File: config.mk
export PLATFORM = sky130hd
export DESIGN_NAME = sync_fifo_128
export DESIGN_NICKNAME = d
export VERILOG_FILES = /design/src/rtl/fifo_pkg.sv /design/src/rtl/fifo_mem.sv /design/src/rtl/sync_fifo_128.sv
export SDC_FILE = /design/constraint.sdc
export NUM_CORES = 2
export LEC_CHECK = 0
export CORE_UTILIZATION = 61
export CTS_BUF_LIST = sky130_fd_sc_hd__clkbuf_16
export DETAILED_ROUTE_END_ITERATION = 10
export HOLD_SLACK_MARGIN = 0.03
export MAX_ROUTING_LAYER = met4
export PLACE_DENSITY = 0.79
export SLEW_MARGIN = 30
export SYNTH_ARGS = -nofsm -noshare
export SYNTH_HDL_FRONTEND = slang
export SYNTH_SLANG_ARGS = --single-unit
File: constraint.sdc
create_clock -name clk -period 12.7 [get_ports clk]
set_input_delay 1.905 -clock clk [delete_from_list [all_inputs] [get_ports clk]]
set_output_delay 1.905 -clock clk [all_outputs]
set_load 0.1 [all_outputs]
File: src/rtl/fifo_pkg.sv
// Shared widths and types for the 128-bit synchronous FIFO.
package fifo_pkg;

  localparam int unsigned DATA_W = 128;
  localparam int unsigned DEPTH  = 16;
  localparam int unsigned ADDR_W = $clog2(DEPTH);

  typedef logic [DATA_W-1:0] data_t;
  typedef logic [ADDR_W-1:0] ptr_t;
  typedef logic [ADDR_W:0]   cnt_t;

endpackage

File: src/rtl/fifo_mem.sv
// Simple dual-port register array with one write port and one registered read port.
module fifo_mem #(
  parameter int unsigned DATA_W = fifo_pkg::DATA_W,
  parameter int unsigned DEPTH  = fifo_pkg::DEPTH,
  parameter int unsigned ADDR_W = $clog2(DEPTH)
) (
  input  logic              clk,
  input  logic              reset,
  input  logic              i_we,
  input  logic [ADDR_W-1:0] i_waddr,
  input  logic [DATA_W-1:0] i_wdata,
  input  logic              i_re,
  input  logic [ADDR_W-1:0] i_raddr,
  output logic [DATA_W-1:0] o_rdata
);

  logic [DATA_W-1:0] r_mem [DEPTH];
  logic [DATA_W-1:0] r_rdata;

  // Array contents survive reset; only the read register is cleared.
  always_ff @(posedge clk) begin
    if (i_we) begin
      r_mem[i_waddr] <= i_wdata;
    end
  end

  always_ff @(posedge clk) begin
    if (reset) begin
      r_rdata <= '0;
    end else if (i_re) begin
      r_rdata <= r_mem[i_raddr];
    end
  end

  assign o_rdata = r_rdata;

endmodule

File: src/rtl/sync_fifo_128.sv
// Single-clock FIFO: pointers, occupancy count, acceptance logic and registered flags.
module sync_fifo_128 #(
  parameter int unsigned DATA_W        = fifo_pkg::DATA_W,
  parameter int unsigned DEPTH         = fifo_pkg::DEPTH,
  parameter int unsigned ALM_FULL_LVL  = 12,
  parameter int unsigned ALM_EMPTY_LVL = 4
) (
  input  logic              clk,
  input  logic              reset,
  input  logic              i_wren,
  input  logic              i_rden,
  input  logic [DATA_W-1:0] data_in,
  output logic              o_full,
  output logic              o_empty,
  output logic              o_alm_full,
  output logic              o_alm_empty,
  output logic [DATA_W-1:0] o_rddata
);

  localparam int unsigned AW = $clog2(DEPTH);
  localparam logic [AW:0] FullLvl     = DEPTH[AW:0];
  localparam logic [AW:0] AlmFullLvl  = ALM_FULL_LVL[AW:0];
  localparam logic [AW:0] AlmEmptyLvl = ALM_EMPTY_LVL[AW:0];

  logic [AW-1:0] r_wr_ptr;
  logic [AW-1:0] r_rd_ptr;
  logic [AW:0]   r_cnt;
  logic [AW:0]   w_cnt_d;
  logic          r_full;
  logic          r_empty;
  logic          r_alm_full;
  logic          r_alm_empty;
  logic          w_wr_acc;
  logic          w_rd_acc;

  // A write into a full FIFO is only legal when a read frees the slot on the same edge.
  assign w_wr_acc = i_wren & (~r_full | i_rden);
  assign w_rd_acc = i_rden & ~r_empty;

  always_comb begin
    w_cnt_d = r_cnt;
    unique case ({w_wr_acc, w_rd_acc})
      2'b10:   w_cnt_d = r_cnt + 1'b1;
      2'b01:   w_cnt_d = r_cnt - 1'b1;
      default: w_cnt_d = r_cnt;
    endcase
  end

  always_ff @(posedge clk) begin
    if (reset) begin
      r_wr_ptr    <= '0;
      r_rd_ptr    <= '0;
      r_cnt       <= '0;
      r_full      <= 1'b0;
      r_empty     <= 1'b1;
      r_alm_full  <= 1'b0;
      r_alm_empty <= 1'b1;
    end else begin
      if (w_wr_acc) begin
        r_wr_ptr <= r_wr_ptr + 1'b1;
      end
      if (w_rd_acc) begin
        r_rd_ptr <= r_rd_ptr + 1'b1;
      end
      r_cnt       <= w_cnt_d;
      r_full      <= (w_cnt_d == FullLvl);
      r_empty     <= (w_cnt_d == '0);
      r_alm_full  <= (w_cnt_d >= AlmFullLvl);
      r_alm_empty <= (w_cnt_d <= AlmEmptyLvl);
    end
  end

  fifo_mem #(
    .DATA_W (DATA_W),
    .DEPTH  (DEPTH),
    .ADDR_W (AW)
  ) u_mem (
    .clk     (clk),
    .reset   (reset),
    .i_we    (w_wr_acc & ~reset),
    .i_waddr (r_wr_ptr),
    .i_wdata (data_in),
    .i_re    (w_rd_acc & ~reset),
    .i_raddr (r_rd_ptr),
    .o_rdata (o_rddata)
  );

  assign o_full      = r_full;
  assign o_empty     = r_empty;
  assign o_alm_full  = r_alm_full;
  assign o_alm_empty = r_alm_empty;

endmodule

== Yosys cells after proc, flatten, opt, wreduce, memory -nomap -nowiden ==
Memories as Yosys holds them, arrays and structs flattened. A register that Yosys moved wholly into a read port is not among the register bits.
Cells that the tools add are included.

* Register bits after elaboration: 17
* Latch bits: 0
* Input port bits: 132
* Memories kept: 1
* Word-level logic and storage cells: 29
* Memory bits (writable): 2048
* ROM bits: 0
* Output and inout bits: 132

* Div/mod/pow operators: 0
* Multipliers: 0
* Equal/unequal tests: 3
* Reduce and logical (&&, ||, !) cells: 1
* Shifts and indexed selects: 0
* Bitwise operators: 8
* Magnitude comparators: 2
* Add/subtract/negate cells: 4
* Mux-type cells: 3

{| class="wikitable"
|+ Memories
! memory !! words !! width !! rd ports !! clocked after Yosys merged registers in !! wr ports !! line !! source
|-
| u_mem.r_mem || 16 || 128 || 1 || 1 || 1 || fifo_mem.sv:17 || <nowiki>logic [DATA_W-1:0] r_mem [DEPTH];</nowiki>
|}

{| class="wikitable"
|+ Operator list
! operator !! number
|-
| $pmux W5 S2 || 1
|-
| $add A4 B1 Y4 const B || 2
|-
| $add A5 B1 Y5 const B || 1
|-
| $eq A5 B5 Y1 const B || 1
|-
| $ge A5 B4 Y1 const B || 1
|-
| $le A5 B3 Y1 const B || 1
|-
| $logic_not A5 Y1 || 1
|-
| $sub A5 B1 Y5 const B || 1
|-
| $and A1 B1 Y1 || 4
|-
| $not A1 Y1 || 3
|-
| $eq A2 B1 Y1 const B || 1
|-
| $eq A2 B2 Y1 const B || 1
|-
| $mux W1 || 2
|-
| $or A1 B1 Y1 || 1
|}

== Logic depth before layout (Yosys ltp) ==
* Depth in word-level cells: 6
* Gate-level depth with buffers: 11
* Depth with buffers taken out: 10

== Hierarchy ==
From an unflattened synthesis, not the netlist that was laid out.

* Cell total of the unflattened synthesis: 4435
* Area, all modules: 83696.5 µm²

{| class="wikitable"
|+ Modules (own cells, without submodules)
! module !! area each (µm²) !! cells each !! seq. area each (µm²) !! instances
|-
| fifo_mem || 82805.7 || 4338 || 64061.4 || 1
|-
| sync_fifo_128 || 890.9 || 97 || 340.3 || 1
|}

== Worst setup path after synthesis ==
Ideal clock, no wire load.

* Path type: input port to flip-flop
* From: input i_rden
* To: memory u_mem.r_mem[1][0], enable pin
* Data arrival time: 11.078 ns
* Path slack: 0.850 ns
* Stages on the path: 4
* Cell sequence: o21ai_1 -> nor2_1 -> nand2_1 -> nor3_1

* Word-level cells in the longest chain between the ends: 5

{| class="wikitable"
|+ Ends and longest elaborated chain
! item !! line !! source
|-
| from (decl) || sync_fifo_128.sv:11 || <nowiki>input logic i_rden,</nowiki>
|-
| $or A1 B1 Y1 || sync_fifo_128.sv:37 || <nowiki>assign w_wr_acc = i_wren & (~r_full | i_rden);</nowiki>
|-
| $and A1 B1 Y1 || sync_fifo_128.sv:37 ||
|-
| $and A1 B1 Y1 || sync_fifo_128.sv:80 || <nowiki>.i_we (w_wr_acc & ~reset),</nowiki>
|-
| $mux W1 || fifo_mem.sv:22 || <nowiki>if (i_we) begin</nowiki>
|-
| $mux W1 (implied by the code) || fifo_mem.sv:23 || <nowiki>r_mem[i_waddr] <= i_wdata;</nowiki>
|-
| to (decl) || fifo_mem.sv:17 ||
|}

No other way between the ends.

== Worst setup path in the final report ==
* From: input i_rden
* To: memory u_mem.r_mem[15][15], enable pin

Same word-level chain as after synthesis.

==> flow_summary_export.csv <==
group,metric,value,unit
logic_synthesis,synth_mux_area_frac,0.170,
pwr,clkPwrFrac,0.362,
final_layout,ff_latch_area,64400,µm²
pwr,comb_power_share,0.140,
logic_synthesis,synth_top_family_by_area,"multiplexers",
floorplanning,io_pins,264,
worst_setup_path,arrival,5320,ps
timing,fmax,0.205,GHz
drt,drtAntennaViolNets,0,
final_layout,fillCellCount,7566,
final_layout,area_growth,13.8,%
pwr,peakVddDrop,0.143,mV
global_routing,gr-usage-all-layers,0.283,
worst_hold_path,hold_path_class,"reg -> reg",
timing,tightest_slew,1060,ps
logic_synthesis,syn_area_per_cell,23.3,µm²
placement,globalplace.congestion,0.759,
worst_setup_path,critPathKind,"in -> reg",
pwr,power.switching,4.19,mW
floorplanning,die_h,369,µm
logic_synthesis,synth-simple-area-share,0.00491,
logic_synthesis,synth_cell_type_count,41,
worst_setup_path,crit_required,13150,ps
drt,vias,39011,
pwr,internal-power,12.2,mW
logic_synthesis,syn_inst,3526,
logic_synthesis,netlist_area,82100,µm²
final_layout,drive_above_1_share,0.221,
logic_synthesis,yosysSeqAreaShare,0.785,
timing,tns,0,ps
logic_synthesis,synth_edf_count,2048,
drt,routed_via_density,6.67,
worst_setup_path,start_kind,"input pin",
final_layout,nets,4019,
drt,drt_iter0_drc,4728,
global_routing,grt_max_degree,137,
logic_synthesis,yosysWarnings,0,
clock_network,insertion_delay,860,ps
timing,fin_skew,49.6,ps
pwr,sw_frac_of_total,0.255,
logic_synthesis,synth_nets,3666,
timing,slew_headroom,0.290,
floorplanning,start_util,0.615,
drt,dr.pass1.iters,9,
placement,portBuffers,263,
timing,final.period_utilization,0.383,
logic_synthesis,synth-compound-area-share,0.0236,
global_routing,overflow,0,
timing,hold_viol_final,0,
placement,dp_cells,5439,
pwr,p_per_area,176,nW/µm²
clock_network,cts_setup_buffers,0,
logic_synthesis,async_reset_ff_frac,0,
floorplanning,core_area,133000,µm²
clock_network,htreeDepth,4,
pwr,power_frac_seq,0.498,
clock_network,ctsLongestPathBuffers,3,
clock_network,cts_tree,"built",
placement,place_hpwl,94.8,mm
timing,slew_viol_final,0,
pwr,power_leakage,29.3,nW
floorplanning,dieArea,136000,µm²
timing,setup_viol,0,
final_layout,multiInputGateArea,16600,µm²
logic_synthesis,synth-adder-area-share,0.00122,
global_routing,grt_pass1_vias,40535,
clock_network,post_cts_resized,0,
drt,drc_errors,0,
worst_setup_path,end_kind,"register",
timing,rsz0062_at_grt,"no",
logic_synthesis,synth_xor_area_frac,0.000960,
clock_network,cts_sinks,2193,
timing,period_minus_slack,4870,ps
global_routing,grt_pass1_wl,270,mm
job,drv_cap,0,
drt,avgRoutedWirePerCell,31.6,µm
clock_network,clk_pin_slew,60,ps
global_routing,antenna_found_initial,19,
run_status,status,"finished clean",
logic_synthesis,ys.flop_type,"edfxtp_1",
final_layout,finish.utilization,0.700,
floorplanning,die_w,369,µm
worst_setup_path,crit_fanout,59,
floorplanning,rows,134,
clock_network,clock_tree.root_cell,"clkbuf_16",
clock_network,cts_made_buffers,205,
final_layout,final_cell_count_no_fill,5851,
clock_network,hold_buffers,0,
logic_synthesis,ys_ff_latch,2193,
drt,wl,185,mm
synth_stat cells, drive strengths merged (10+ instances only):
master / n / area share
nand2: 17 / 0.00081
mux4: 512 / 0.14
mux2i: 240 / 0.029
buf: 131 / 0.012
dfxtp: 145 / 0.035
a22o: 11 / 0.0012
clkbuf: 62 / 0.0028
nand3: 10 / 0.00061
a22oi: 16 / 0.0015
o22ai: 118 / 0.0090
edfxtp: 2048 / 0.75
nor2: 34 / 0.0016
a21o: 119 / 0.011
power by group through the flow:
stage	clock [mW]	sequential, mW	combinational (mW)
2_1_floorplan	0	8.78	1.30
3_3_place_gp	0	8.32	2.26
3_5_place_dp	0	8.32	2.30
4_1_cts	6.00	8.17	2.33
5_1_grt	6.28	8.18	2.42
6_report	5.95	8.17	2.30
flip-flops by register name, indices dropped and copies added (netlist names):
register and count:
r_cnt 5, o_full 1, o_alm_empty 1, o_alm_full 1, u_mem.o_rdata 128, o_empty 1
r_wr_ptr 4, u_mem.r_mem 2048, r_rd_ptr 4
kinds of logic after synthesis:
group,count (synthesis)
AO/OA/AOI/OAI,277
XOR/XNOR,9
adder cells (fa/ha/maj),8
buffers and inverters,198
flip-flops,2193
multiplexers,754
AND/OR/NAND/NOR,87
layout by cell type, fill, tap and decap left out, types with 5 or more instances in the layout:
cell type / count
clkinv_2: 34
nor2_1: 21
nor2_4: 13
diode_2: 22
a22o_1: 11
clkinv_4: 6
buf_4: 49
buf_12: 8
dfxtp_1: 142
nand3_1: 10
clkinv_1: 64
mux4_2: 512
clkbuf_16: 206
buf_6: 11
ha_1: 8
inv_1: 48
mux2i_1: 240
xor2_1: 5
edfxtp_1: 2048
a21o_1: 119
buf_16: 8
o22ai_1: 118
clkdlybuf4s50_1: 259
nand2_1: 16
bufinv_16: 15
a22oi_1: 16
clkinvlp_4: 5
nor2b_1: 8
worst max-delay path: stages:
cell and delay [ps]:
clkdlybuf4s50_1 470, o21ai_1 90, buf_4 180, nor2_1 220
nand2_1 280, nor2_4 500, buf_16 230, buf_4 640
buf_6 690
metal layers:
metal  vias to the layer above  global-route usage  share of wire  wire length (µm)
li1                      15713                   -              -                 -
met1                     20688               0.375           0.38             69600
met4                         0              0.0908          0.028              5180
met5                         -                   -              0                 0
met3                       355              0.0503          0.083             15400
met2                      2255               0.454           0.51             94700
worst paths after layout:
kind                                  startpoint                              to  slack (ps)  depth (start not counted)
setup / recovery                          i_rden   u_mem.r_mem[15][15]$_DFFE_PP_        7830                          9
hold / removal    u_mem.o_rdata[73]$_SDFFE_PP0P_  u_mem.o_rdata[73]$_SDFFE_PP0P_         450                          1
setup reg to reg        r_rd_ptr[1]$_SDFFE_PP0N_  u_mem.o_rdata[58]$_SDFFE_PP0P_        8150                          7
hold reg to reg   u_mem.o_rdata[73]$_SDFFE_PP0P_  u_mem.o_rdata[73]$_SDFFE_PP0P_         450                          1
metrics by stage:
step                power [mW]  setup WS, ps  cell area, µm²  hold slack [ps]
global placement          10.6          6520           86500              441
CTS                       16.5          7680           93300              449
finish                    16.4          7830           93400              447
global route              16.9          7650           93300              473
detailed placement        10.6          6790           86700              436
floorplan                 10.1           850           82100              540
cell type report:
cell class              count  share of cell area
well taps                1768              0.0237
repair buffers            339              0.0373
diodes                     22            0.000590
multi-input cells        1135               0.178
clock buffers             206              0.0552
inverters                   5            0.000201
clock inverters           183              0.0151
flip-flops and latches   2193               0.690
(Power assumes the default switching activity.)
